[config.mk]
export PLATFORM = sky130hd
export DESIGN_NAME = serial_subtractor
export DESIGN_NICKNAME = d
export VERILOG_FILES = /design/src/rtl/serial_subtractor.sv
export SDC_FILE = /design/constraint.sdc
export NUM_CORES = 1
export LEC_CHECK = 0
export CAP_MARGIN = 20
export CORE_MARGIN = 10
export CORE_UTILIZATION = 39
export CTS_CLUSTER_SIZE = 14
export DETAILED_ROUTE_END_ITERATION = 16
export GPL_TIMING_DRIVEN = 0
export PLACE_DENSITY_LB_ADDON = 0.2
export SYNTH_ARGS = -nofsm -noshare
export SYNTH_HDL_FRONTEND = slang
export SYNTH_SLANG_ARGS = --single-unit
[constraint.sdc]
create_clock -name clk -period 1.23 [get_ports clk]
set_input_delay 0.1845 -clock clk [delete_from_list [all_inputs] [get_ports clk]]
set_output_delay 0.1845 -clock clk [all_outputs]
set_load 0.005 [all_outputs]
[src/rtl/serial_subtractor.sv]
// Bit-serial full subtractor: diff = a - b - bin, LSB first.
// One subtractor cell, registered borrow, start/busy/done handshake.
module serial_subtractor #(
  parameter int WIDTH = 8
) (
  input  logic             clk,
  input  logic             rst,
  input  logic             start,
  input  logic [WIDTH-1:0] a,
  input  logic [WIDTH-1:0] b,
  input  logic             bin,
  output logic [WIDTH-1:0] diff,
  output logic             bout,
  output logic             busy,
  output logic             done
);

  localparam int CW = $clog2(WIDTH) + 1;
  localparam logic [CW-1:0] LAST = CW'(WIDTH - 1);

  typedef enum logic [1:0] {
    IDLE,
    SHIFT,
    DONE
  } state_t;

  state_t           state;
  logic [WIDTH-1:0] sa;
  logic [WIDTH-1:0] sb;
  logic [WIDTH-1:0] res;
  logic             brw;
  logic [CW-1:0]    cnt;

  logic             x;
  logic             y;
  logic             d;
  logic             bnx;
  logic [WIDTH-1:0] res_nx;

  // full-subtractor cell on the current LSBs
  always_comb begin
    x      = sa[0];
    y      = sb[0];
    d      = x ^ y ^ brw;
    bnx    = (~x & y) | (~(x ^ y) & brw);
    res_nx = (res >> 1) | (WIDTH'(d) << (WIDTH - 1));
  end

  // sequencer, datapath registers and registered outputs
  always_ff @(posedge clk) begin
    if (rst) begin
      state <= IDLE;
      sa    <= '0;
      sb    <= '0;
      res   <= '0;
      brw   <= 1'b0;
      cnt   <= '0;
      diff  <= '0;
      bout  <= 1'b0;
      busy  <= 1'b0;
      done  <= 1'b0;
    end else begin
      unique case (state)
        IDLE: begin
          done <= 1'b0;
          busy <= 1'b0;
          if (start) begin
            sa    <= a;
            sb    <= b;
            brw   <= bin;
            res   <= '0;
            cnt   <= '0;
            busy  <= 1'b1;
            state <= SHIFT;
          end
        end
        SHIFT: begin
          sa  <= sa >> 1;
          sb  <= sb >> 1;
          brw <= bnx;
          res <= res_nx;
          cnt <= cnt + CW'(1);
          if (cnt == LAST) begin
            diff  <= res_nx;
            bout  <= bnx;
            busy  <= 1'b0;
            done  <= 1'b1;
            state <= DONE;
          end
        end
        DONE: begin
          done  <= 1'b0;
          busy  <= 1'b0;
          state <= IDLE;
        end
        default: begin
          done  <= 1'b0;
          busy  <= 1'b0;
          state <= IDLE;
        end
      endcase
    end
  end

endmodule

==> results of run 1 <==
layer usage:
layer  up-vias  wire [um]  track usage (%)
li1        788          -                -
met1       764       2120             15.2
met2        33       2400             20.7
met3         6        262             3.44
met4         0         63             4.64
met5         -          0                0
cell type report:
class	instances	area [um2]	area share, %
Inverter	2	7.51	0.290
Buffer	16	158	6.08
Sequential cell	41	830	32.0
Tap cell	52	65.1	2.51
Multi-Input combinational cell	132	996	38.4
Clock inverter	3	65.1	2.51
Clock buffer	5	68.8	2.66
Timing Repair Buffer	45	402	15.5
timing repair:
item	in CTS	in global routing
hold buffers	0	0
gates cloned	2	0
pin swaps	23	4
buffers inserted	12	1
setup endpoints to repair	52	37
resized for setup	54	18
hold endpoints to repair	0	0
cells by family after synthesis:
group                    after synthesis  synth area share (%)
flip-flops                            41                  45.9
buffers and inverters                 18                  7.13
adder cells (fa/ha/maj)                2                  1.82
AO/OA/AOI/OAI                         66                  29.0
AND/OR/NAND/NOR                       64                  16.2
layout by cell type (no fill, tap or decap), types with 4 or more instances in the layout:
master / synthesis / routed
a21oi_1: 15 / 11
dfxtp_2: 0 / 4
dfxtp_1: 41 / 36
a211oi_2: 9 / 13
nand2_1: 16 / 16
nand3_1: 10 / 10
a21oi_2: 10 / 9
dlygate4sd2_1: 0 / 12
o21ai_1: 0 / 6
a21oi_4: 0 / 5
buf_4: 2 / 16
clkbuf_8: 0 / 5
a22oi_2: 0 / 8
buf_6: 4 / 9
nor2_1: 26 / 26
nor3_1: 4 / 4
clkdlybuf4s50_1: 0 / 18
worst max-delay path, delay by kind of cell, from the launching register on:
kind / cells / cell delay [ps]
buffers and inverters: 3 / 420
flip-flops: 1 / 330
AND/OR/NAND/NOR: 2 / 230
AO/OA/AOI/OAI: 1 / 170
report_power, final:
| group | internal, W | switching, W | leakage, nW |
|---|---|---|---|
| Sequential | 0.00139 | 0.0000462 | 0.338 |
| Combinational | 0.000257 | 0.000261 | 0.600 |
| Clock | 0.000806 | 0.000471 | 0.0681 |
final timing paths:
path | from | end | slack [ps] | depth (start not counted)
max | state[0] | res[2] | -70 | 6
min reg2reg | state[1] | busy | 480 | 1
min | start | state[0] | 440 | 3
max reg2reg | state[0] | res[2] | -70 | 6
registers in the layout, indices dropped and copies added (netlist names):
name / count
diff: 8
sa: 8
sb: 8
res: 7
cnt: 4
state: 2
bout: 1
brw: 1
busy: 1
done: 1
through the flow:
stage / total power [W] / std cells / hold slack (ps) / TNS [ps] / utilization [%]
after detailed placement: 0.00185 / 273 / 466 / -11590 / 49.1
after global routing: 0.00333 / 296 / 466 / -2010 / 59.1
after CTS: 0.00320 / 295 / 416 / -161 / 57.9
after floorplan: 0.00171 / 191 / 274 / 0 / -
after global placement: 0.00185 / 273 / 465 / -11330 / 49.1
final: 0.00323 / 296 / 439 / -529 / 59.1
==> results_dict.tcl, run 1 <==
set metrics [dict create \
    async_flop_share_pct 0 \
    hold_viol 0 \
    diodes 0 \
    p_leak_nw 1.01 \
    synth_nets 213 \
    yosysWarnings 0 \
    violations "setup timing" \
    cts.sinks 41 \
    crit_path_top_delay_cell "dfxtp_2" \
    grt_pass1_wl_um 7870 \
    antenna_left 0 \
    ir_drop_mv 0.867 \
    relSlewSlack_pct 67.0 \
    cts-root-buf "clkbuf_8" \
    yosys-top-cells-area "dfxtp_1 46%, a211oi_2 6.3%, nor2_1 5.5%" \
    antenna_found_initial 0 \
    rows 24 \
    wl_per_cell_um 16.4 \
    hpwl_um 2900 \
    synth_top_area_share_pct 45.9 \
    finalMaxSlewViolations 0 \
    cpPeakStageDelay_ps 330 \
    drt_iter0_markers 96 \
    finClkSkew_ps 10.3 \
    cts_buffers 5 \
    critPathKind "reg2reg" \
    vias_per_cell 5.38 \
    arrival_ps 1450 \
    dp_slack_ps -441 \
    max_freq_mhz 771 \
    synth_cell_types 33 \
    min_path_type "in2reg" \
    crit_path_start_kind "flop" \
    grt_max_degree 14 \
    fp.dieH_um 87.7 \
    fin_crit_ps 1300 \
    dpl-instance-area_um2 2150 \
    status "finished, violations left" \
    synth_most_common_cell "dfxtp_1" \
    setup.worst_path.end_class "flop" \
    synth_cells 191 \
    worst_pin_slew_ps 495 \
    grtUsageTotal_pct 12.6 \
    io_buffers 30 \
    synth_area_per_cell_um2 9.37 \
    gp_congestion 0.771 \
    required_ps 1390 \
    drc_errors 0 \
    cp_common_cell "buf_6" \
    crit_path_cell_trace "buf_6, and2b_1, buf_6, buf_8, a22oi_2, nor2_1" \
    fin_crit_sh_pct 105 \
    h-tree-depth 2 \
    clkTransAtPathRegs_ps 80 \
    grt_pass1_vias 1649 \
    synth-edff-count 0 \
    initial_core_util_pct 40.8 \
    rsz0062_at_grt "yes" \
    cts_buffer_depth 2 \
    finalWorstSetupSlack_ps -66.8 \
    ys_seq_area_share_pct 45.9 \
    tritoncts "built" \
    worst_skew_pair.late_latency_ps 300 \
    synthesis.area_um2 1790 \
    dr.pass1.iters 4 \
    synth_seq_cells 41 \
    wl_um 4840 \
    synth_ff_type "dfxtp_1" \
    ios 31 \
    fp.dieW_um 87.7 \
    drv_cap 0 \
    worstPathMaxFanout 10 \
    nNetsFinal 265 \
    yosys.area.top_type "dfxtp_1" \
    grt_overflow_total 0 \
    setup_viol 20 \
    n_fill_cell 394 \
    placeableCoreArea_um2 4380 \
    p_per_area_nw_per_um2 1250 \
    dieArea_um2 7700 \
    synth_common_cells "41 x dfxtp_1, 26 x nor2_1, 16 x nand2_1, 15 x a21oi_1" \
    fin_area_um2 2590 \
    drive_gt1_share_pct 36.5 \
    area_delta_synth_final_pct 44.8 \
    vias 1591 \
]
Power figures use the tool's default switching activity.
==> inputs of run 2 (changes only) <==
- CTS_CLUSTER_DIAMETER: unset -> 40
==> results of run 2 <==
No change in the layout: final DEF, timing and power equal those of run 1.
==> inputs of run 3 (changes only) <==
- CORE_ASPECT_RATIO: unset -> 0.75
==> results_dict.tcl, run 3 (synthesized netlist as in run 1, its figures left out) <==
set metrics [dict create \
    required_ps 1410 \
    finalMaxSlewViolations 0 \
    status "finished, violations left" \
    diodes 0 \
    hold_depth 3 \
    rsz0062_at_grt "yes" \
    ir_drop_mv 0.622 \
    grt_overflow_total 0 \
    drc_errors 0 \
    cts-hold-fix-buffers 0 \
    dieArea_um2 7730 \
    relSlewSlack_pct 65.1 \
    antenna_found_initial 0 \
    grt_pass1_vias 1531 \
    crit_path_top_delay_cell "or3b_4" \
    wl_per_cell_um 16.1 \
    grtUsageTotal_pct 12.5 \
    grt_max_degree 13 \
    holdPathEnd "sb[6]" \
    min_path_type "in2reg" \
    hold_viol 0 \
    fp.dieH_um 78.7 \
    grt_pass1_wl_um 7870 \
    ios 31 \
    drv_cap 0 \
    cts.sinks 41 \
    r2r-end "brw" \
    critPathKind "reg2reg" \
    hold_path_startpoint "b[6]" \
    r2r_cells 5 \
    dr.pass1.iters 4 \
    crit_path_start_kind "flop" \
    worstPathMaxFanout 5 \
    rrSetupSlack_ps -50 \
    h-tree-depth 2 \
    area_delta_synth_final_pct 48.3 \
    tns_ps -274 \
    cts-root-buf "clkbuf_8" \
    hpwl_um 2970 \
    vias_per_cell 5.27 \
    gp_congestion 0.769 \
    cts_buffer_depth 2 \
    vias 1569 \
    p_leak_nw 1.00 \
    r2r-start "state[0]" \
    tritoncts "built" \
    cpPeakStageDelay_ps 370 \
    setup.worst_path.end_class "flop" \
    p_per_area_nw_per_um2 1180 \
    rows 21 \
    clkTransAtPathRegs_ps 80 \
    hold_slack_ps 454 \
    cts_buffers 5 \
    mostFrequentLayoutCells "36 x dfxtp_1, 26 x nor2_1, 18 x clkdlybuf4s50_1" \
    fp.dieW_um 98.2 \
    top_regs "diff (8), sa (8), sb (8)" \
    max_freq_mhz 781 \
    fin_crit_sh_pct 104 \
    setup_viol 13 \
    antenna_left 0 \
    drt_iter0_markers 92 \
    initial_core_util_pct 40.3 \
    violations "setup timing" \
    worst_skew_pair.late_latency_ps 300 \
    drive_gt1_share_pct 36.9 \
    arrival_ps 1460 \
    crit_path_cell_trace "buf_6, buf_4, or3b_4, a21oi_2, a211oi_2" \
    io_buffers 30 \
    final_common_cell "dfxtp_1" \
    fin_crit_ps 1280 \
    nNetsFinal 262 \
    finalWorstSetupSlack_ps -51.0 \
    placeableCoreArea_um2 4440 \
    finClkSkew_ps 3.87 \
    wl_um 4810 \
    worst_pin_slew_ps 523 \
]
==> run 3: changes by cell type in the layout (fill, tap and decap cells not counted), moves of 3 or more <==
cell     previous run  this run
a21oi_4             5        10
buf_4              16        10
o21ai_1             6         2
o21ai_0             2         6
a21oi_2             9         6
==> run 3: how the worst max path moves through the flow <==
stage                     slack [ps]     start       end
after detailed placement        -440     start       brw
after CTS                        -40    cnt[1]  state[0]
after floorplan                   20    cnt[0]      bout
final                            -50  state[0]       brw
after global placement          -440     start       brw
after global routing            -100  state[0]    res[1]
==> run 3: where the power goes <==
group | switching [W] | internal (W)
clock network | 0.000471 | 0.000662
registers | 0.0000531 | 0.00138
logic | 0.000278 | 0.000280
==> run 3: through the flow <==
| step | total power (W) | utilization (%) | instance area (um2) | worst slack (ps) | cells |
|---|---|---|---|---|---|
| finish | 0.00313 | 59.7 | 2650 | -51.0 | 298 |
| global route | 0.00324 | 59.7 | 2650 | -97.8 | 298 |
| CTS | 0.00308 | 57.0 | 2530 | -42.3 | 297 |
| detailed placement | 0.00185 | 48.7 | 2160 | -441 | 278 |
| global placement | 0.00185 | 48.7 | 2160 | -438 | 278 |
| floorplan | 0.00171 | - | 1790 | 15.7 | 191 |
==> run 3: final cells by class <==
type,instances,area (um2)
buffer,16,166
clock buffer,7,86.3
clock inverter,1,30.0
fill,372,1790
inverter,2,7.51
multi-input combinational,132,1060
sequential,41,830
tap,57,71.3
timing repair buffer,42,400
==> run 3: timing repair <==
action,CTS,global route
setup endpoints to repair,52,39
resized for setup,58,23
pin swaps,19,20
cloned,3,0
setup buffers,8,1
hold endpoints to repair,0,0
==> run 3: routing by layer <==
layer	part of all wire (%)	wire length (um)	global-route usage, %	vias up
met5	0	0	0	-
met4	1.6	78	6.86	0
met3	3.8	182	2.54	5
met2	44	2100	18.2	33
met1	51	2450	17.0	750
li1	-	-	-	781
==> run 3: critical path, delay by kind of cell (launching register included) <==
family / cells / cell delay, ps
buf+inv: 2 / 250
flops: 1 / 330
compound gates: 2 / 200
simple gates: 1 / 370
